===== src/rtl/cond_flag_unit_if.sv =====
// cond_flag_unit_if: Execute-stage inputs and Memory-stage outputs of the condition/flag unit
// Ports: valid/stall/flush handshake, cond/flag/ALU inputs, decoder controls in;
// cond_out, flags32 {N,Z}, flags10 {C,V}, gated _m controls and retire counters out.
interface cond_flag_unit_if #(parameter int CNT_W = 16);
  logic             valid_e;
  logic             stall_e;
  logic             flush_e;
  logic [3:0]       cond_e;
  logic [1:0]       flag_write_e;
  logic [3:0]       alu_flags;
  logic             cond_ex;
  logic             pcsrc_e;
  logic             regwrite_e;
  logic             memwrite_e;
  logic [3:0]       cond_out;
  logic [1:0]       flags32;
  logic [1:0]       flags10;
  logic             pcsrc_m;
  logic             regwrite_m;
  logic             memwrite_m;
  logic [CNT_W-1:0] exec_cnt;
  logic [CNT_W-1:0] annul_cnt;
  modport slave (
    input  valid_e, stall_e, flush_e, cond_e, flag_write_e, alu_flags, cond_ex,
           pcsrc_e, regwrite_e, memwrite_e,
    output cond_out, flags32, flags10, pcsrc_m, regwrite_m, memwrite_m, exec_cnt, annul_cnt
  );
  modport master (
    output valid_e, stall_e, flush_e, cond_e, flag_write_e, alu_flags, cond_ex,
           pcsrc_e, regwrite_e, memwrite_e,
    input  cond_out, flags32, flags10, pcsrc_m, regwrite_m, memwrite_m, exec_cnt, annul_cnt
  );
endinterface


===== src/rtl/cond_flag_unit.sv =====
// cond_flag_unit: condition-gated flag registers, Execute->Memory control gating and retire counters
// Ports: clk, rst (sync, active-high), bus (cond_flag_unit_if.slave; CNT_W must match the interface).
module cond_flag_unit #(parameter int CNT_W = 16) (
  input logic            clk,
  input logic            rst,
  cond_flag_unit_if.slave bus
);
  logic advance;
  logic retire;
  assign advance = bus.valid_e & ~bus.stall_e & ~bus.flush_e;
  assign retire = advance & bus.cond_ex;
  assign bus.cond_out = bus.cond_e;
  // A stall freezes everything; otherwise a non-advancing cycle pushes a bubble into Memory.
  always_ff @(posedge clk) begin
    if (rst) begin
      bus.flags32    <= '0;
      bus.flags10    <= '0;
      bus.pcsrc_m    <= 1'b0;
      bus.regwrite_m <= 1'b0;
      bus.memwrite_m <= 1'b0;
      bus.exec_cnt   <= '0;
      bus.annul_cnt  <= '0;
    end else if (!bus.stall_e) begin
      bus.pcsrc_m    <= retire & bus.pcsrc_e;
      bus.regwrite_m <= retire & bus.regwrite_e;
      bus.memwrite_m <= retire & bus.memwrite_e;
      if (retire && bus.flag_write_e[1]) bus.flags32 <= bus.alu_flags[3:2];
      if (retire && bus.flag_write_e[0]) bus.flags10 <= bus.alu_flags[1:0];
      if (retire && bus.exec_cnt != '1) bus.exec_cnt <= bus.exec_cnt + CNT_W'(1);
      if (advance && !bus.cond_ex && bus.annul_cnt != '1) bus.annul_cnt <= bus.annul_cnt + CNT_W'(1);
    end
  end
endmodule


===== src/flat_wrapper.sv =====
// flat-port wrapper written by rule: the top's interface ports become plain ports
module cond_flag_unit_flat 
#(parameter int CNT_W = 16)
  (clk, rst, bus_valid_e, bus_stall_e, bus_flush_e, bus_cond_e, bus_flag_write_e, bus_alu_flags, bus_cond_ex, bus_pcsrc_e, bus_regwrite_e, bus_memwrite_e, bus_cond_out, bus_flags32, bus_flags10, bus_pcsrc_m, bus_regwrite_m, bus_memwrite_m, bus_exec_cnt, bus_annul_cnt);
  cond_flag_unit_if #(.CNT_W(CNT_W)) bus_i ();
  input logic clk;
  input logic rst;
  input wire logic [$bits(bus_i.valid_e)-1:0] bus_valid_e;
  input wire logic [$bits(bus_i.stall_e)-1:0] bus_stall_e;
  input wire logic [$bits(bus_i.flush_e)-1:0] bus_flush_e;
  input wire logic [$bits(bus_i.cond_e)-1:0] bus_cond_e;
  input wire logic [$bits(bus_i.flag_write_e)-1:0] bus_flag_write_e;
  input wire logic [$bits(bus_i.alu_flags)-1:0] bus_alu_flags;
  input wire logic [$bits(bus_i.cond_ex)-1:0] bus_cond_ex;
  input wire logic [$bits(bus_i.pcsrc_e)-1:0] bus_pcsrc_e;
  input wire logic [$bits(bus_i.regwrite_e)-1:0] bus_regwrite_e;
  input wire logic [$bits(bus_i.memwrite_e)-1:0] bus_memwrite_e;
  output wire logic [$bits(bus_i.cond_out)-1:0] bus_cond_out;
  output wire logic [$bits(bus_i.flags32)-1:0] bus_flags32;
  output wire logic [$bits(bus_i.flags10)-1:0] bus_flags10;
  output wire logic [$bits(bus_i.pcsrc_m)-1:0] bus_pcsrc_m;
  output wire logic [$bits(bus_i.regwrite_m)-1:0] bus_regwrite_m;
  output wire logic [$bits(bus_i.memwrite_m)-1:0] bus_memwrite_m;
  output wire logic [$bits(bus_i.exec_cnt)-1:0] bus_exec_cnt;
  output wire logic [$bits(bus_i.annul_cnt)-1:0] bus_annul_cnt;
  assign bus_i.valid_e = bus_valid_e;
  assign bus_i.stall_e = bus_stall_e;
  assign bus_i.flush_e = bus_flush_e;
  assign bus_i.cond_e = bus_cond_e;
  assign bus_i.flag_write_e = bus_flag_write_e;
  assign bus_i.alu_flags = bus_alu_flags;
  assign bus_i.cond_ex = bus_cond_ex;
  assign bus_i.pcsrc_e = bus_pcsrc_e;
  assign bus_i.regwrite_e = bus_regwrite_e;
  assign bus_i.memwrite_e = bus_memwrite_e;
  assign bus_cond_out = bus_i.cond_out;
  assign bus_flags32 = bus_i.flags32;
  assign bus_flags10 = bus_i.flags10;
  assign bus_pcsrc_m = bus_i.pcsrc_m;
  assign bus_regwrite_m = bus_i.regwrite_m;
  assign bus_memwrite_m = bus_i.memwrite_m;
  assign bus_exec_cnt = bus_i.exec_cnt;
  assign bus_annul_cnt = bus_i.annul_cnt;
  cond_flag_unit #(.CNT_W(CNT_W)) u_core (.clk(clk), .rst(rst), .bus(bus_i));
endmodule

===== config.mk =====
export PLATFORM = sky130hd
export DESIGN_NAME = cond_flag_unit_flat
export DESIGN_NICKNAME = d
export VERILOG_FILES = /design/src/rtl/cond_flag_unit_if.sv /design/src/rtl/cond_flag_unit.sv /design/src/flat_wrapper.sv
export SDC_FILE = /design/constraint.sdc
export NUM_CORES = 1
export LEC_CHECK = 0
export CAP_MARGIN = 20
export CORE_ASPECT_RATIO = 0.9
export CORE_MARGIN = 4
export CORE_UTILIZATION = 50
export CTS_BUF_LIST = sky130_fd_sc_hd__clkbuf_8 sky130_fd_sc_hd__clkbuf_16
export DETAILED_ROUTE_END_ITERATION = 7
export GPL_ROUTABILITY_DRIVEN = 0
export PLACE_DENSITY = 0.84
export SYNTH_ARGS = -nofsm -noshare
export SYNTH_HDL_FRONTEND = slang
export SYNTH_SLANG_ARGS = --single-unit
export TNS_END_PERCENT = 5

===== constraint.sdc =====
create_clock -name clk -period 5.1 [get_ports clk]
set_input_delay 0.765 -clock clk [delete_from_list [all_inputs] [get_ports clk]]
set_output_delay 0.765 -clock clk [all_outputs]
set_load 0.01 [all_outputs]

==> flow_summary.json <==
{
  "p_sw_share_pct": 22.5,
  "synth.avg_cell_area_um2": 8.52,
  "cts_root_buf": "clkbuf_8",
  "grt_use_total_pct": 20.5,
  "utilization_pct": 69.0,
  "firstDrtPassIters": 4,
  "wl_per_cell_um": 15.1,
  "hold_viol": 0,
  "ys_types": 36,
  "fin_setup_tns_ns": 0,
  "ant_nets": 0,
  "fp.coreArea_um2": 3840,
  "slew_headroom_pct": 34.0,
  "first_global_vias": 1761,
  "p_int_uw": 415,
  "worstHoldStart": "u_core.bus.flags32[1]",
  "syn_to_final_growth_pct": 28.9,
  "cts_tree": "done",
  "p_comb_share_pct": 6.0,
  "die-area_um2": 5200,
  "reg2reg_depth": 5,
  "cts.sinks": 39,
  "vias": 1983,
  "p_switching_uw": 121,
  "yosysTopAreaCell": "dfxtp_1",
  "grt_pass1_wl_um": 8180,
  "fin_crit_sh_pct": 57.2,
  "crit_required_ns": 5.32,
  "synthCells": 241,
  "via_per_inst": 5.97,
  "antennaDiodeCount": 0,
  "critPathLaunchType": "primary input",
  "maxCapViolations": 0,
  "postCtsSetupRepairBufs": 0,
  "post-place-ws_ns": 1.85,
  "fin_nets": 306,
  "postPlaceCellArea_um2": 2570,
  "cpMaxStageDelayCell": "nor4bb_2",
  "p_clk_share_pct": 36.7,
  "rsz0062_at_grt": "false",
  "port_buffers": 53,
  "start_util_pct": 53.6,
  "synth_top_area_share_pct": 38.0,
  "h-tree-depth": 2,
  "p_leak_nw": 0.833,
  "drive_above_1_share_pct": 4.55,
  "yosys_warnings": 0,
  "crit_arrival_ns": 3.14,
  "nFillCells": 325,
  "drc": 0,
  "crit_path_cell_trace": "clkdlybuf4s50_1, nor4bb_2, nand3_1, or4_1, a21oi_1",
  "ys_ff_latch": 39,
  "skew_ns": 0.00441,
  "min_delay_path_depth": 2,
  "crit_fanout": 11,
  "synthMuxAreaShare_pct": 6.52,
  "fp.dieW_um": 75.6,
  "post_cts_resized": 0,
  "stdcell_area_um2": 2650,
  "period_needed_ns": 2.92,
  "clk_latency_ns": 0.29,
  "io_pins": 62,
  "worst-setup-path-type": "in2reg",
  "synth-compound-area-share_pct": 13.8,
  "synth_top_family_by_area": "simple AND/OR/NAND/NOR gates",
  "power.total_uw": 535,
  "slowest_delay_ns": 0.94,
  "synth_area_leaders": "dfxtp_1 (38%), mux2_1 (6.0%), a21oi_1 (5.8%), o31ai_1 (4.8%), or4_1 (4.4%)",
  "die_y_um": 68.8,
  "setup_ws_ns": 2.18,
  "maxSlewViolCount": 0,
  "worst_pin_slew_ns": 0.976,
  "synth_simple_gate_area_share_pct": 35.6,
  "pwr-share-seq_pct": 57.3,
  "r2r_start": "u_core.bus.exec_cnt[0]",
  "routed_wirelength_um": 5010,
  "core.rowCount": 21,
  "drtIter0Drc": 243,
  "synthAdderAreaFrac_pct": 1.22,
  "cts.hold.buffers_added": 0,
  "synth_xor_area_share_pct": 0,
  "seq_area_frac_synth_pct": 38.0,
  "finalSetupViolCount": 0,
  "hold_path_class": "reg2reg",
  "peakVddDrop_mv": 0.141,
  "powerDensity_nw_per_um2": 202,
  "grt_antenna_before_repair": 0,
  "dp_hpwl_um": 3460,
  "cts_buffers": 5,
  "outcome": "completed",
  "synth_nets": 262,
  "clkSlewWorstSetupHoldPaths_ns": 0.07,
  "endpoint_kind": "flop",
  "startpoint": "bus_stall_e",
  "max_freq_mhz": 343,
  "grt_overflow_total": 0,
  "grt_max_degree": 52,
  "cts.path.max_buffers": 2,
  "syn_area_um2": 2050
}
-- cell families (layout without fill, tap and decap cells) --
group	count (synthesis)	in the layout
AOI/OAI and AO/OA	48	48
adders and majority gates	2	2
buffers and inverters	20	65
DFF	39	39
muxes	12	12
and+or+nand+nor	120	120
-- critical path: cells and delay by family --
| kind | cells | cell delay [ns] |
|---|---|---|
| AOI/OAI and AO/OA | 1 | 0.16 |
| and+or+nand+nor | 3 | 1.60 |
| buffers and inverters | 1 | 0.61 |
-- metrics by stage --
| stage | hold slack [ns] | cells |
|---|---|---|
| global route | 0.482 | 332 |
| finish | 0.456 | 332 |
| floorplan | 0.481 | 241 |
| detailed placement | 0.446 | 324 |
| global placement | 0.444 | 324 |
| CTS | 0.455 | 332 |
-- sequential cells by signal (all words and copies together) (netlist names) --
name / count
u_core.bus.annul_cnt: 16
u_core.bus.memwrite_m: 1
u_core.bus.flags32: 2
u_core.bus.flags10: 2
u_core.bus.exec_cnt: 16
u_core.bus.regwrite_m: 1
u_core.bus.pcsrc_m: 1
-- routing by layer --
| metal | vias to the layer above | wire (um) | global-route usage, % |
|---|---|---|---|
| met5 | - | 0 | 0 |
| met4 | 0 | 29 | 5.90 |
| met3 | 4 | 327 | 6.67 |
| met2 | 64 | 2410 | 32.8 |
| met1 | 916 | 2240 | 26.4 |
| li1 | 999 | - | - |
-- power by group through the flow --
stage	Sequential (mW)	Clock, mW	Combinational [mW]
final	0.307	0.196	0.0321
after global routing	0.307	0.216	0.0350
after CTS	0.307	0.202	0.0325
after detailed placement	0.314	0	0.0323
after global placement	0.314	0	0.0318
after floorplan	0.314	0	0.0171
-- cell usage after synthesis --
master and instances:
a21oi_1 24, a22oi_1 3, and3_1 4, and4_1 2, and4bb_2 1, buf_2 3
buf_4 4, buf_6 1, clkbuf_1 9, dfxtp_1 39, ha_1 2, inv_1 3
mux2_1 11, mux2i_1 1, nand2_1 18, nand2b_1 2, nand3_1 13, nand3b_1 2
nand4_1 8, nand4b_1 3, nand4bb_4 1, nor2_1 17, nor2b_1 11, nor3_1 2
nor4_1 9, nor4_2 1, nor4b_1 2, nor4b_2 1, nor4bb_1 1, o211ai_1 1
o21ai_0 3, o21ai_1 4, o31ai_1 13, or3_1 9, or4_1 12, or4_4 1
-- placed cells by master (no fill, tap or decap), types with 2 or more instances in the layout --
| cell | count |
|---|---|
| nor4b_1 | 2 |
| nor2b_1 | 11 |
| nand2_1 | 18 |
| or3_1 | 9 |
| nor3_1 | 2 |
| and3_1 | 4 |
| nor4_1 | 9 |
| o31ai_1 | 13 |
| inv_1 | 5 |
| o21ai_1 | 4 |
| nand2b_1 | 2 |
| clkbuf_8 | 5 |
| dfxtp_1 | 39 |
| ha_1 | 2 |
| and4_1 | 2 |
| nor2_1 | 17 |
| or4_1 | 12 |
| o21ai_0 | 3 |
| mux2_1 | 11 |
| nand3_1 | 13 |
| nand3b_1 | 2 |
| a21oi_1 | 24 |
| nand4_1 | 8 |
| nand4b_1 | 3 |
| clkdlybuf4s50_1 | 53 |
| a22oi_1 | 3 |
-- path summary, 6_finish.rpt --
path	slack [ns]	endpoint
setup / recovery	2.18	u_core.bus.exec_cnt[12]
hold / removal	0.46	u_core.bus.flags32[1]
setup reg to reg	2.89	u_core.bus.exec_cnt[15]
hold reg to reg	0.46	u_core.bus.flags32[1]
-- layout make-up --
type	instances	area (um2)	share of cell area [%]
multi-input cells	182	1180	44.5
flip-flops and latches	39	781	29.5
repair buffers	54	538	20.3
clock buffers	5	68.8	2.60
well taps	46	57.6	2.17
clock inverters	3	12.5	0.473
inverters	3	11.3	0.425
Note: power is estimated with default switching activity, not from simulation.
